File: src/rtl/grf_wb_arbiter.sv
// grf_wb_arbiter: shares the GRF write port between the pipeline WB stage and a queued MDU result stream.
// Define GRFARB_TRACE_EN to print every GRF write and every forced stall slot.
module grf_wb_arbiter #(
  parameter int DEPTH    = 4,
  parameter int MAX_WAIT = 8
) (
  input  logic        clk,
  input  logic        reset,
  input  logic        p_valid,
  input  logic [4:0]  p_a3,
  input  logic [31:0] p_wd,
  input  logic [31:0] p_pc,
  input  logic        m_valid,
  output logic        m_ready,
  input  logic [4:0]  m_a3,
  input  logic [31:0] m_wd,
  input  logic [31:0] m_pc,
  output logic        p_stall,
  output logic        wr,
  output logic [4:0]  a3,
  output logic [31:0] wd,
  output logic [31:0] pc,
  output logic [31:0] busy_mask
);
  localparam int AW = $clog2(DEPTH);
  localparam int CW = $clog2(MAX_WAIT + 1);
  localparam logic [CW-1:0] WMAX = CW'(MAX_WAIT);
  logic [4:0]       q_a3 [DEPTH];
  logic [31:0]      q_wd [DEPTH];
  logic [31:0]      q_pc [DEPTH];
  logic [DEPTH-1:0] vld, vld_nxt;
  logic [AW-1:0]    wp, rp;
  logic [CW-1:0]    wait_cnt, wait_nxt;
  logic             full, empty, push, grant_p, pop, stall_nxt;
  // Occupancy is tracked per slot: the slot under the write pointer being valid means full.
  assign full    = vld[wp];
  assign empty   = !vld[rp];
  assign m_ready = !full;
  // Zero-destination MDU results complete the handshake but are never stored.
  assign push    = m_valid && !full && |m_a3;
  // A pipeline request during a stall slot is ignored so the starving head gets through.
  assign grant_p = p_valid && !p_stall;
  assign pop     = !grant_p && !empty;
  // Slot valid bits, wait counter and stall request for the next edge.
  always_comb begin
    vld_nxt   = (vld & ~(DEPTH'(pop) << rp)) | (DEPTH'(push) << wp);
    wait_nxt  = (pop || empty) ? '0 : (wait_cnt == WMAX ? wait_cnt : wait_cnt + 1'b1);
    stall_nxt = (wait_cnt == WMAX) && !p_stall;
  end
  // Queue control state; reset drops every queued result.
  always_ff @(posedge clk or negedge reset) begin
    if (!reset) begin
      vld      <= '0;
      wp       <= '0;
      rp       <= '0;
      wait_cnt <= '0;
    end else begin
      vld      <= vld_nxt;
      wp       <= wp + AW'(push);
      rp       <= rp + AW'(pop);
      wait_cnt <= wait_nxt;
    end
  end
  // Queue payload storage; validity lives in vld so no reset is needed here.
  always_ff @(posedge clk) begin
    if (push) begin
      q_a3[wp] <= m_a3;
      q_wd[wp] <= m_wd;
      q_pc[wp] <= m_pc;
    end
  end
  // Registered GRF write port and stall slot; address/data/pc hold when nothing is granted.
  always_ff @(posedge clk or negedge reset) begin
    if (!reset) begin
      wr      <= 1'b0;
      a3      <= '0;
      wd      <= '0;
      pc      <= '0;
      p_stall <= 1'b0;
    end else begin
      wr      <= grant_p ? |p_a3 : pop;
      p_stall <= stall_nxt;
      if (grant_p || pop) begin
        a3 <= grant_p ? p_a3 : q_a3[rp];
        wd <= grant_p ? p_wd : q_wd[rp];
        pc <= grant_p ? p_pc : q_pc[rp];
      end
    end
  end
  // Registers still owed a write by a queued MDU result; r0 is never reported.
  always_comb begin
    busy_mask = '0;
    for (int i = 0; i < DEPTH; i++) busy_mask = busy_mask | (32'(vld[i]) << q_a3[i]);
    busy_mask[0] = 1'b0;
  end
`ifdef GRFARB_TRACE_EN
  // Trace of each GRF write as it is loaded and of each forced stall slot.
  always_ff @(posedge clk) begin
    if (reset && grant_p && |p_a3) $display("%0t P pc=%h a3=%0d wd=%h", $time, p_pc, p_a3, p_wd);
    else if (reset && pop) $display("%0t M pc=%h a3=%0d wd=%h", $time, q_pc[rp], q_a3[rp], q_wd[rp]);
    if (reset && stall_nxt) $display("%0t STALL", $time);
  end
`endif
endmodule

File: config.mk
export PLATFORM = sky130hd
export DESIGN_NAME = grf_wb_arbiter
export DESIGN_NICKNAME = d
export VERILOG_FILES = /design/src/rtl/grf_wb_arbiter.sv
export SDC_FILE = /design/constraint.sdc
export NUM_CORES = 1
export LEC_CHECK = 0
export ABC_CLOCK_PERIOD_IN_PS = 9350
export CELL_PAD_IN_SITES_DETAIL_PLACEMENT = 1
export CELL_PAD_IN_SITES_GLOBAL_PLACEMENT = 2
export CORE_ASPECT_RATIO = 2
export CORE_MARGIN = 2
export CORE_UTILIZATION = 39
export CTS_BUF_LIST = sky130_fd_sc_hd__clkbuf_16
export CTS_CLUSTER_DIAMETER = 30
export DETAILED_ROUTE_END_ITERATION = 8
export PLACE_DENSITY_LB_ADDON = 0.05
export RECOVER_POWER = 50
export SYNTH_ARGS = -nofsm -noshare
export SYNTH_HDL_FRONTEND = slang
export SYNTH_SLANG_ARGS = --single-unit
File: constraint.sdc
create_clock -name clk -period 9.35 [get_ports clk]
set_input_delay 1.4025 -clock clk [delete_from_list [all_inputs] [get_ports clk]]
set_output_delay 1.4025 -clock clk [all_outputs]
set_load 0.05 [all_outputs]
Word-level counts from Yosys, hierarchy flattened
Memory sizes are Yosys's and may differ from the RTL's.
Cells that the tools add are included.
{"block": "word_totals", "memories": 3, "inputBits": 142, "output_inout_bits": 104, "mem_bits_rw": 276, "elab_cells": 56, "register_bits": 83}
{"block": "op_classes", "bitwise": 6, "n_eq_ne": 2, "n_reduce_logical": 13, "n_addsub": 3, "muxes": 12, "shifts": 6, "n_lt_le_gt_ge": 2}
{"memory": "q_pc", "words": 4, "width": 32, "read_ports": 1, "rd_clocked_by_memory_dff": 0, "write_ports": 1, "line": "30", "rtl": "logic [31:0] q_pc [DEPTH];"}
{"memory": "q_wd", "words": 4, "width": 32, "read_ports": 1, "rd_clocked_by_memory_dff": 0, "write_ports": 1, "line": "29", "rtl": "logic [31:0] q_wd [DEPTH];"}
{"memory": "q_a3", "words": 4, "width": 5, "read_ports": 5, "rd_clocked_by_memory_dff": 0, "write_ports": 1, "line": "28", "rtl": "logic [4:0] q_a3 [DEPTH];"}
{"cell": "1-bit by 5-bit left shift with 32-bit output", "count": 4}
{"cell": "32-bit OR", "count": 3}
{"cell": "32-bit 2-to-1 mux", "count": 2}
{"cell": "5-bit OR reduction", "count": 2}
{"cell": "4-bit 2-to-1 mux", "count": 2}
{"cell": "1-bit by 2-bit left shift with 4-bit output", "count": 2}
{"cell": "2-bit by 3-bit < comparator with 1-bit output (second input constant)", "count": 2}
{"cell": "1-bit logical AND", "count": 5}
{"cell": "1-bit 2-to-1 mux", "count": 5}
{"cell": "5-bit 2-to-1 mux", "count": 1}
{"cell": "2-bit by 1-bit adder with 2-bit output", "count": 2}
{"cell": "4-bit by 1-bit adder with 4-bit output (second input constant)", "count": 1}
{"cell": "4-bit bitwise AND", "count": 1}
{"cell": "1-bit binary-select mux with 2-bit select", "count": 2}
{"cell": "4-bit == test (second input constant)", "count": 1}
{"cell": "1-bit logical NOT", "count": 4}
{"cell": "4-bit inverter", "count": 1}
{"cell": "4-bit OR", "count": 1}
{"cell": "1-bit logical OR", "count": 2}
{"cell": "2-bit inequality test (second input constant)", "count": 1}

Logic depth before layout (Yosys ltp)
{"block": "logic_depth", "depth_word": 8, "ltp_mapped": 9}

Worst setup path before layout
OpenSTA, ideal clock, no wires.
{"block": "synth_path", "kind": "input to register", "start": "input m_a3[0]", "end": "memory q_a3[2][0] (enable)", "required_ns": 8.684, "setup_time_ns": 0.666, "path_slack_ns": 0.528, "cell_stages": 3, "arrival_time_ns": 8.156, "path_cell_list": "or4_1 > o21ai_0 > nor4_1"}
{"block": "synth_via", "elab_chain_len": 4}
{"element": "from (decl)", "line": "15", "rtl": "input logic [4:0] m_a3,"}
{"element": "5-bit OR reduction", "line": "40", "rtl": "assign push = m_valid && !full && |m_a3;"}
{"element": "1-bit logical AND", "line": "40"}
{"element": "1-bit 2-to-1 mux", "line": "66", "rtl": "if (push) begin"}
{"element": "1-bit 2-to-1 mux (implied by the code)", "line": "67", "rtl": "q_a3[wp] <= m_a3;"}
{"element": "to (decl)", "line": "28"}
Every way passes these cells.

Worst setup path in the final report
{"block": "layout_path", "start": "register rp[0]", "end": "register pc[12]"}
{"block": "layout_via", "elab_chain_len": 4}
{"element": "from (decl)", "line": "32", "rtl": "logic [AW-1:0] wp, rp;"}
{"element": "from (signal assigned)", "line": "60", "rtl": "rp <= rp + AW'(pop);"}
{"element": "1-bit binary-select mux with 2-bit select", "line": "37", "rtl": "assign empty = !vld[rp];"}
{"element": "1-bit 2-to-1 mux (implied by the code)", "line": "37"}
{"element": "1-bit logical AND", "line": "43", "rtl": "assign pop = !grant_p && !empty;"}
{"element": "1-bit logical OR", "line": "83", "rtl": "if (grant_p || pop) begin"}
{"element": "to (signal assigned)", "line": "86", "rtl": "pc <= grant_p ? p_pc : q_pc[rp];"}
{"element": "to (decl)", "line": "22", "rtl": "output logic [31:0] pc,"}
Parallel ways exist; a longest one is shown, timed or not. The select of a mux whose other input is x is not followed.
A chain may end at the register's enable or synchronous reset.

==> metrics.yaml <==
yosys:
  yosys.area.top_type: "edfxtp_1"
  synth_cell_types: 48
  yosysSeqAreaShare_pct: 69.5
  syn-num-nets: 1034
  ys_seq_elements: 359
  ys_warn_count: 0
  syn_area_per_cell_um2: 16.9
  synth_edf_count: 276
  synth_cells: 882
  yosys-top-cells-area: "edfxtp_1 56%, dfrtp_1 14%, mux4_2 11%"
  ys_async_sr_fraction_pct: 23.1
  synth_top_area_share_pct: 55.6
  ys.flop_type: "edfxtp_1"
  netlist_area_mm2: 0.0149
worst_setup_path:
  cp-start-kind: "flip-flop"
  worst_path_largest_cell_delay_ns: 2.55
  cpMaxStageDelayCell: "clkbuf_1"
  end_kind: "flip-flop"
  worst-setup-path-type: "reg2reg"
  worst_ep_arrival_time_ns: 6.01
  critPathMaxFanout: 40
  cp.required_ns: 9.75
  path_cells: "clkbuf_1, mux4_2, mux2i_1, o21ai_1"
  rrSetupSlack_ns: 3.74
floorplan:
  dieArea_mm2: 0.0399
  pin_count: 246
  core-area_mm2: 0.0378
  fp.dieW_um: 142
  initial_core_util_pct: 39.5
  die-height_um: 281
  core.rowCount: 101
timing:
  setup_ws_ns: 3.74
  hold_ws_ns: 0.541
  setup_viol: 0
  hold_violations: 0
  grt_setup_unrepaired: "no"
  fin_skew_ns: 0.0236
  slew_viol_final: 143
  worst_slew_pin_slew_ns: 3.47
  period_needed_ns: 5.61
  relSlewSlack_pct: -131
  fmax_mhz: 178
  finalCritPeriodShare_pct: 60.0
  tns_ns: 0
clock_tree:
  cts.sink_count: 359
  ctsHtreeMaxLevel: 2
  cts_made_buffers: 48
  cts_buffer_depth: 3
  hold_buffers: 0
  cts_resized: 0
  clk_latency_ns: 0.56
  cts-root-buf: "clkbuf_16"
  cts_tree: "yes"
  cts_setup_buffers: 0
  clk_pin_slew_ns: 0.06
power_and_ir_drop:
  power_mw: 6.46
  p_leak_nw: 6.90
  ir_drop_mv: 0.188
  powerDensity_mw_per_mm2: 333
placed_design:
  pre_cts_ws_ns: 5.14
  dp.cells: 1551
  hpwl_mm: 27.6
  dpl_cell_area_mm2: 0.0178
  finalWeightedCongestion: 0.932
  portBuffers: 244
detailed_routing:
  drt_iter0_markers: 392
  totalWireLength_mm: 40.8
  drc: 0
  vias_per_cell: 5.48
  ant_nets: 0
  num_vias: 9029
  drt-pass1-iter-count: 4
  routedWlPerCell_um: 24.8
finish:
  utilization_pct: 51.3
  fin_cells: 1647
  finish.instance_area_mm2: 0.0194
  drive_gt1_share_pct: 14.8
  filler_cell_count: 3593
  num-nets-final: 1290
  area_growth_pct: 30.1
global_route:
  grt_max_degree: 75
  grt-ovfl-total: 0
  grt_pass1_wl_mm: 61.7
  antenna_found_initial: 14
  grt_usage_pct: 20.9
  grt_pass1_vias: 10103
outcome:
  failed_checks: "max-capacitance violations, max-slew violations"
  status: "complete, but fails checks"
job:
  drv.max_cap_violation_count: 4
min_path:
  hp-class: "reg2reg"
-- metal layers --
layer,track usage [%],share of wire (%),up-vias
met5,0,0.14,-
met4,10.1,4.8,8
met3,3.70,4.0,117
met2,40.0,57,256
met1,21.4,34,4606
li1,-,-,4042
-- path summary, 6_finish.rpt --
path / cells after the start / endpoint / start
max: 4 / pc[12] / rp[0]
min: 2 / wait_cnt[3] / wait_cnt[3]
max reg2reg: 4 / pc[12] / rp[0]
min reg2reg: 2 / wait_cnt[3] / wait_cnt[3]
max in group asynchronous: 2 / rp[1] / reset
min in group asynchronous: 1 / wd[11] / reset
-- layout by cell type (no fill, tap or decap), types with 5 or more instances in the layout --
cell / count
diode_2: 6
nand4b_1: 12
o21ai_0: 16
o22a_1: 8
o22ai_1: 19
nor2b_1: 7
ha_1: 10
edfxtp_1: 276
o221ai_1: 10
mux2i_1: 70
buf_4: 11
nor3_1: 5
a221o_1: 15
dfrtp_1: 82
nand2_1: 83
clkbuf_16: 49
clkinv_4: 5
o21ai_1: 54
nor4bb_1: 6
inv_6: 13
nand2b_1: 8
clkdlybuf4s50_1: 174
nor2_1: 17
inv_1: 18
mux4_2: 71
dlygate4sd3_1: 69
-- where the power goes --
part	leakage (nW)	internal [mW]	switching (mW)
Sequential	3.51	2.06	0.253
Combinational	2.60	0.968	1.37
Clock	0.793	1.05	0.753
Total	6.90	4.08	2.38
-- Yosys cell counts (10+ instances only) --
cell type / count
mux2i_1: 70
mux4_2: 71
clkbuf_1: 32
nand4b_1: 12
inv_1: 15
o22ai_1: 19
o21ai_1: 69
ha_1: 10
nand2_1: 83
nor2_1: 17
buf_2: 10
dfrtp_1: 83
edfxtp_1: 276
o221ai_1: 10
a221o_1: 15
-- worst max-delay path, delay by kind of cell (launching register included) --
| family | cells | cell delay [ns] |
|---|---|---|
| mux | 2 | 0.98 |
| flops | 1 | 1.84 |
| compound gates | 1 | 0.08 |
| buf+inv | 1 | 2.55 |
-- cell families after synthesis --
family                     count (synthesis)  share of synthesized area [%]
AOI/OAI and AO/OA                        137                           6.04
xor gates and xnor gates                   3                          0.176
adders and majority gates                 10                          0.839
buffers and inverters                     67                           2.20
DFF                                      359                           69.5
muxes                                    141                           15.4
other                                      1                         0.0251
and+or+nand+nor                          164                           5.78
-- sequential cells by signal (all words and copies together) (netlist names) --
signal    flops
wait_cnt      4
wr            1
q_a3         20
wp            2
pc           32
rp            2
a3            5
vld           4
p_stall       1
wd           32
q_pc        128
q_wd        128
-- area by class of cell --
class / count / area (um2) / area share [%]
Multi-Input combinational cell: 456 / 4240 / 21.8
Timing Repair Buffer: 258 / 2530 / 13.0
Clock inverter: 41 / 384 / 1.98
Tap cell: 463 / 579 / 2.99
Sequential cell: 359 / 10400 / 53.5
Clock buffer: 49 / 1230 / 6.32
Inverter: 15 / 56.3 / 0.290
Antenna cell: 6 / 15.0 / 0.0774
Power figures use the tool's default switching activity.
